### src/rtl/multi_branch_amend.sv
// Multi-lane branch-amend stage between EXE and PREMEM: registers one bundle,
// picks the oldest lane needing repair and issues a one-shot mispredict flush.
module multi_branch_amend #(
    parameter int LANES           = 2,
    parameter int DATA_W          = 32,
    parameter int GPR_W           = 5,
    parameter int CKPT_W          = 8,
    parameter int RA_W            = 4,
    parameter int NEED_REPAIR_BIT = 0,
    localparam int SEL_W          = (LANES > 1) ? $clog2(LANES) : 1
) (
    input  logic                      clk,
    input  logic                      rst,
    input  logic                      mem_has_risk_i,
    input  logic                      exc_occur_i,
    input  logic                      exc_mem_seg_i,
    input  logic                      in_valid_i,
    input  logic [LANES-1:0]          in_lane_valid_i,
    input  logic                      premem_allowin_i,
    input  logic [LANES*GPR_W-1:0]    in_write_num_i,
    input  logic [LANES*DATA_W-1:0]   in_vaddr_i,
    input  logic [LANES*DATA_W-1:0]   in_alu_res_i,
    input  logic [LANES*DATA_W-1:0]   in_corr_dest_i,
    input  logic [LANES-1:0]          in_corr_take_i,
    input  logic [LANES*RA_W-1:0]     in_repair_i,
    input  logic [LANES*CKPT_W-1:0]   in_ckpt_i,
    output logic                      ok_to_change_o,
    output logic                      out_valid_o,
    output logic [LANES-1:0]          out_lane_valid_o,
    output logic                      fwd_mode_o,
    output logic [LANES*GPR_W-1:0]    out_write_num_o,
    output logic [LANES*DATA_W-1:0]   out_vaddr_o,
    output logic [LANES*DATA_W-1:0]   out_alu_res_o,
    output logic                      flush_o,
    output logic [SEL_W-1:0]          flush_lane_o,
    output logic [DATA_W-1:0]         err_vaddr_o,
    output logic [DATA_W-1:0]         corr_dest_o,
    output logic                      corr_take_o,
    output logic [CKPT_W-1:0]         ckpt_o,
    output logic [RA_W-1:0]           repair_o
);

    logic                              has_data;
    logic                              flush_done;
    logic [LANES-1:0]                  lane_valid_q;
    logic [LANES-1:0][GPR_W-1:0]       write_num_q;
    logic [LANES-1:0][DATA_W-1:0]      vaddr_q;
    logic [LANES-1:0][DATA_W-1:0]      alu_res_q;
    logic [LANES-1:0][DATA_W-1:0]      corr_dest_q;
    logic [LANES-1:0]                  corr_take_q;
    logic [LANES-1:0][RA_W-1:0]        repair_q;
    logic [LANES-1:0][CKPT_W-1:0]      ckpt_q;

    logic             need_rep;
    logic [SEL_W-1:0] sel;
    logic             ready;
    logic             exc_flush;
    logic             pre_valid;
    logic             do_update;
    logic             do_clear;

    // Descending scan so the lowest (oldest) matching lane wins.
    always_comb begin
        need_rep = 1'b0;
        sel      = '0;
        for (int i = LANES - 1; i >= 0; i--) begin
            if (lane_valid_q[i] && repair_q[i][NEED_REPAIR_BIT]) begin
                need_rep = 1'b1;
                sel      = SEL_W'(i);
            end
        end
    end

    assign ready     = !(mem_has_risk_i && need_rep);
    assign exc_flush = exc_occur_i && exc_mem_seg_i;
    assign flush_o   = has_data && need_rep && !mem_has_risk_i && !flush_done;
    assign pre_valid = in_valid_i && !flush_o;
    assign do_clear  = (premem_allowin_i && !pre_valid) || exc_flush;
    assign do_update = premem_allowin_i && pre_valid && !exc_flush;

    always_ff @(posedge clk) begin
        if (!rst || do_clear) begin
            has_data     <= 1'b0;
            flush_done   <= 1'b0;
            lane_valid_q <= '0;
            write_num_q  <= '0;
            vaddr_q      <= '0;
            alu_res_q    <= '0;
            corr_dest_q  <= '0;
            corr_take_q  <= '0;
            repair_q     <= '0;
            ckpt_q       <= '0;
        end else if (do_update) begin
            has_data     <= 1'b1;
            flush_done   <= 1'b0;
            lane_valid_q <= in_lane_valid_i;
            corr_take_q  <= in_corr_take_i;
            for (int i = 0; i < LANES; i++) begin
                write_num_q[i] <= in_write_num_i[i*GPR_W +: GPR_W];
                vaddr_q[i]     <= in_vaddr_i[i*DATA_W +: DATA_W];
                alu_res_q[i]   <= in_alu_res_i[i*DATA_W +: DATA_W];
                corr_dest_q[i] <= in_corr_dest_i[i*DATA_W +: DATA_W];
                repair_q[i]    <= in_repair_i[i*RA_W +: RA_W];
                ckpt_q[i]      <= in_ckpt_i[i*CKPT_W +: CKPT_W];
            end
        end else if (flush_o) begin
            flush_done <= 1'b1;
        end
    end

    // Lanes younger than the flushing lane are wrong-path; the flusher survives.
    always_comb begin
        out_lane_valid_o = '0;
        for (int j = 0; j < LANES; j++) begin
            out_lane_valid_o[j] = lane_valid_q[j] && !(need_rep && (SEL_W'(j) > sel));
        end
    end

    assign ok_to_change_o  = !has_data || ready;
    assign out_valid_o     = has_data && ready && premem_allowin_i && !exc_flush;
    assign fwd_mode_o      = has_data && ready;
    assign out_write_num_o = write_num_q;
    assign out_vaddr_o     = vaddr_q;
    assign out_alu_res_o   = alu_res_q;

    assign flush_lane_o = sel;
    assign err_vaddr_o  = vaddr_q[sel];
    assign corr_dest_o  = corr_dest_q[sel];
    assign corr_take_o  = corr_take_q[sel];
    assign ckpt_o       = ckpt_q[sel];
    assign repair_o     = repair_q[sel];

endmodule

### config.mk
export PLATFORM = sky130hd
export DESIGN_NAME = multi_branch_amend
export DESIGN_NICKNAME = d
export VERILOG_FILES = /design/src/rtl/multi_branch_amend.sv
export SDC_FILE = /design/constraint.sdc
export NUM_CORES = 1
export LEC_CHECK = 0
export CAP_MARGIN = 40
export CORE_AREA = 2 2 176 178
export DETAILED_ROUTE_END_ITERATION = 8
export DIE_AREA = 0 0 178 180
export GPL_ROUTABILITY_DRIVEN = 1
export PLACE_DENSITY = 0.72
export SYNTH_ARGS = -nofsm -noshare
export SYNTH_HDL_FRONTEND = slang
export SYNTH_SLANG_ARGS = --single-unit
### constraint.sdc
create_clock -name clk -period 2.5 [get_ports clk]
set_input_delay 0.25 -clock clk [delete_from_list [all_inputs] [get_ports clk]]
set_output_delay 0.25 -clock clk [all_outputs]
set_load 0.05 [all_outputs]
# After elaboration in Yosys (flattened, before gate mapping)
# Index checks and enable logic that the tools add are counted.
[totals]
reg_bits = 232
in_bits = 237
[classes]
order_cmp = 3
muxes = 13
n_reduce_logical = 32
[op_table]
columns = ["cell", "count"]
rows = [
  ["2-to-1 mux 32 bit", 4],
  ["logical AND 1 bit", 18],
  ["2-to-1 mux 8 bit", 2],
  ["zero test 1 bit", 10],
  ["2-to-1 mux 4 bit", 2],
  ["2-to-1 mux 1 bit", 5],
  ["logical OR 1 bit", 3],
  ["greater-than comparator 1 bit, first input constant", 2],
  ["< comparator 1 x 2 -> 1 bit, second input constant", 1],
  ["OR reduction 2 bit", 1],
]

# Logic depth before layout (Yosys ltp)
[depth]
ltp_word = 13
depth_mapped = 7
ltp_nobuf = 4

# Worst setup path before layout
# Ideal clock, no wire load.
[synth_timing]
kind = "reg-to-output"
startpoint = "register lane_valid_q[0]"
endpoint = "output port corr_dest_o[0]"
arrival_time_ns = 1.898
required_ns = 2.250
path_slack_ns = 0.352
stages_incl_launch_ff = 7
n_path_buf = 2
cell_sequence = "dfxtp_1 nand2_1 and2_1 nand2_1 buf_2 buf_2 mux2_2"
[synth_between]
elab_chain_len = 4
[synth_rtl]
columns = ["item", "line", "rtl"]
rows = [
  ["start, declared", "45", "logic [LANES-1:0] lane_valid_q;"],
  ["start signal, assigned", "96", "lane_valid_q <= in_lane_valid_i;"],
  ["logical AND 1 bit", "67", "if (lane_valid_q[i] && repair_q[i][NEED_REPAIR_BIT]) begin"],
  ["2-to-1 mux 1 bit", "67", ""],
  ["2-to-1 mux 32 bit (not written as such) (2 in series)", "128", "assign corr_dest_o = corr_dest_q[sel];"],
  ["end, declared", "37", "output logic [DATA_W-1:0] corr_dest_o,"],
]
# Every way passes these cells. The select of a mux whose other input is x is not followed.

# Worst setup path in the final report
[layout_timing]
startpoint = "register lane_valid_q[0]"
endpoint = "output port err_vaddr_o[18]"
[layout_between]
elab_chain_len = 4
[layout_rtl]
columns = ["item", "line", "rtl"]
rows = [
  ["logical AND 1 bit", "67", ""],
  ["2-to-1 mux 1 bit", "67", ""],
  ["2-to-1 mux 32 bit (not written as such) (2 in series)", "127", "assign err_vaddr_o = vaddr_q[sel];"],
  ["end, declared", "36", "output logic [DATA_W-1:0] err_vaddr_o,"],
]
# Every way passes these cells. The select of a mux whose other input is x is not followed.

==> reports/summary.log <==
qor: layout.multiInputGateArea 3910 um^2
qor: clock_tree.h-tree-depth 1
qor: layout.final_net_count 1781
qor: setup_path.critical_path.max_fanout 31
qor: worst_hold_path.min_to corr_take_q[1]$_SDFFE_PP0P_
qor: setup_path.critPathRequiredTime 2.25 ns
qor: floorplanning.fp.coreArea 30200 um^2
qor: routing.drt-pass1-iter-count 5
qor: power_and_ir_drop.power_density 598 nW/um^2
qor: grt.grtUsageTotal 18.1%
qor: yosys.average_instance_area_after_synthesis 8.09 um^2
qor: floorplanning.number_of_rows_created_at_floorplan 64
qor: layout.area_occupied_by_registers 4650 um^2
qor: worst_hold_path.worst_hold_startpoint in_corr_take_i[1]
qor: yosys.register_area_share_after_synthesis 51.8%
qor: layout.synth_to_final_area_change 65.8%
qor: clock_tree.cts_tree built
qor: setup_path.critical_path.reg2reg.endpoint corr_dest_q[55]$_SDFFE_PP0P_
qor: routing.avgViaCountPerCell 4.62
qor: yosys.synth-seq-cells 232
qor: grt.grt_first_pass_wirelength 47100 um
qor: yosys.ys.warnings.count 0
qor: setup_path.cp.arrival 2.13 ns
qor: routing.detailedRoute.firstIterationViolations 402
qor: floorplanning.die_w 178 um
qor: timing.finalMaxSlewViolations 0
qor: floorplanning.initial_util 29.7%
qor: power_and_ir_drop.irDropWorstVdd 0.454 mV
qor: grt.globalRoute.totalOverflow 0
qor: clock_tree.clock_latency 0.51 ns
qor: clock_tree.cts_hold_buf 0
qor: setup_path.start_to_end_type_of_the_worst_setup_path reg2out
qor: floorplanning.pin_count 459
qor: routing.remaining_drc_errors 0
qor: timing.clock_skew 0.00646 ns
qor: yosys.synth_fp_nets 1345
qor: yosys.synth_cells 1108
qor: setup_path.startpoint_type register
qor: timing.worst_pin_slew 0.578 ns
qor: timing.setup_repair_after_global_routing_missed_its_margin false
qor: grt.grt_max_degree 101
qor: timing.portion_of_the_clock_cycle_consumed_by_the_worst_path_in_the_final_layout 95.2%
qor: yosys.syn-cell-area 8970 um^2
qor: setup_path.worst_setup_path_end_kind output pin
qor: yosys.netlist-cell-type-count 20
qor: routing.num_vias 9046
qor: routing.routedWlPerCell 15.8 um
qor: worst_hold_path.hold_class in2reg
qor: floorplanning.die_y 180 um
qor: setup_path.rr_startpoint has_data$_SDFFE_PP0P_
qor: routing.routed_wirelength 30900 um
qor: power_and_ir_drop.p_leak 5.57 nW
qor: place.half_perimeter_wire_length_of_the_detailed_placement_result 22500 um
qor: layout.nFillCells 2833
qor: clock_tree.cts-buffers-inserted 25
qor: clock_tree.clkSinkCount 232
qor: timing.slew_headroom 61.3%
qor: clock_tree.cts.reportedPaths.clkPinSlew 0.06 ns
qor: place.place.port_buffers 458
qor: place.gp_routability_congestion 0.846
qor: grt.first_global_vias 8830
qor: setup_path.r2r_setup_slack 0.55 ns
qor: timing.post-route-min-period 2.38 ns
qor: place.place_ws 0.242 ns
qor: layout.layout-drive-gt1-share 15.3%
qor: clock_tree.cts_root_buffer sky130_fd_sc_hd__clkbuf_16
qor: setup_path.ff2ff_path_depth 5
qor: timing.finalHoldViolations 0
qor: power_and_ir_drop.fin_total_pwr 0.00889 W
qor: timing.setup_viol 0
qor: job.maxCapViolCount 0
qor: clock_tree.cts_setup_buffers 0
qor: status.outcome complete, no violations
qor: worst_hold_path.min_delay_path_depth 3
qor: timing.max_freq 420 MHz
qor: routing.ant_nets 0
qor: grt.grt_antenna_before_repair 1
qor: timing.fin_ws 0.120 ns
qor: clock_tree.max-clock-path-buffers 3
qor: floorplanning.dieArea 32000 um^2
## per-stage QoR
stage	util, %	std cells	area, um^2	TNS (ns)	hold WS (ns)
6_report	49.2	1957	14900	0	0.282
5_1_grt	49.2	1957	14900	0	0.248
4_1_cts	49.1	1955	14800	-0.0348	0.255
3_5_place_dp	46.3	1912	14000	0	0.443
3_3_place_gp	46.3	1912	14000	0	0.438
2_1_floorplan	-	1108	8970	0	0.384
## per-layer routing
metal	track usage, %	share of wire [%]	wire length, um	vias to the layer above
li1	-	-	-	4489
met1	21.1	40	12400	4193
met2	32.7	50	15500	331
met3	4.42	8.1	2490	33
met4	4.72	1.7	512	0
met5	0	0	0	-
## worst max path at each step
stage	endpoint	from	slack, ns
after global routing	err_vaddr_o[20]	lane_valid_q[0]$_SDFFE_PP0P_	0.05
after floorplan	corr_dest_o[0]	lane_valid_q[0]$_SDFFE_PP0P_	0.35
final	err_vaddr_o[18]	lane_valid_q[0]$_SDFFE_PP0P_	0.12
after global placement	out_vaddr_o[5]$_SDFFE_PP0P_	mem_has_risk_i	0.30
after detailed placement	out_vaddr_o[57]$_SDFFE_PP0P_	mem_has_risk_i	0.24
after CTS	corr_dest_o[24]	lane_valid_q[0]$_SDFFE_PP0P_	-0.01
## power breakdown
group	total [W]	switching [W]	internal, W
Clock	0.00375	0.00145	0.00229
Combinational	0.00131	0.000689	0.000617
Sequential	0.00384	0.0000557	0.00379
## sequential cells by signal, indices dropped and copies added, names as in the netlist
| register | flops |
|---|---|
| corr_take_q | 2 |
| out_write_num_o | 10 |
| repair_q | 8 |
| lane_valid_q | 2 |
| out_alu_res_o | 64 |
| ckpt_q | 16 |
| flush_done | 1 |
| out_vaddr_o | 64 |
| corr_dest_q | 64 |
| has_data | 1 |
## Yosys cell counts, drive strengths merged
master	count	area, um^2
nand2	465	1750
dfxtp	232	4640
a21oi	230	1150
buf	81	418
mux2	76	856
clkbuf	5	18.8
nor2	4	15.0
and2	2	12.5
inv	2	7.51
o21ai	2	10.0
a21boi	1	7.51
a221o	1	10.0
a22oi	1	21.3
and3	1	6.26
nand2b	1	6.26
nand3	1	5.00
o211a	1	10.0
o211ai	1	12.5
or3b	1	8.76
## cell families after synthesis
logic type             count (synthesis)  share of synthesized area [%]
AOI/OAI and AO/OA                    237                           13.6
muxes                                 76                           9.55
DFF                                  232                           51.8
and+or+nand+nor                      475                           20.1
buffers and inverters                 88                           4.95
## final cells by class
| cell class | count | area share, % |
|---|---|---|
| clock inverters | 6 | 0.556 |
| diodes | 1 | 0.0168 |
| well taps | 396 | 3.33 |
| multi-input cells | 788 | 26.3 |
| repair buffers | 495 | 33.3 |
| flip-flops and latches | 232 | 31.3 |
| clock buffers | 37 | 5.12 |
| inverters | 2 | 0.0505 |
## what timing repair did
item | 4_1_cts | 5_1_grt
setup endpoints to repair | 33 | 74
gates resized for setup | 1 | 6
cloned | 0 | 1
## cell usage in the layout, fill, tap and decap left out, types with 4 or more instances in the layout
cell type	count
sky130_fd_sc_hd__buf_4	94
sky130_fd_sc_hd__dfxtp_1	230
sky130_fd_sc_hd__clkbuf_8	9
sky130_fd_sc_hd__nor2_1	4
sky130_fd_sc_hd__nand2_1	464
sky130_fd_sc_hd__mux2_2	76
sky130_fd_sc_hd__clkdlybuf4s50_1	378
sky130_fd_sc_hd__clkbuf_16	26
sky130_fd_sc_hd__a21oi_1	230
sky130_fd_sc_hd__buf_12	20
## worst max-delay path, cell delays in order (launching register included)
cell and delay [ns]:
sky130_fd_sc_hd__dfxtp_2 0.37, sky130_fd_sc_hd__nand2_1 0.07, sky130_fd_sc_hd__and2_1 0.20, sky130_fd_sc_hd__nand2_4 0.15, sky130_fd_sc_hd__buf_12 0.22, sky130_fd_sc_hd__mux2_2 0.39
sky130_fd_sc_hd__buf_4 0.20
No activity file was read; power rests on OpenSTA's default activity.
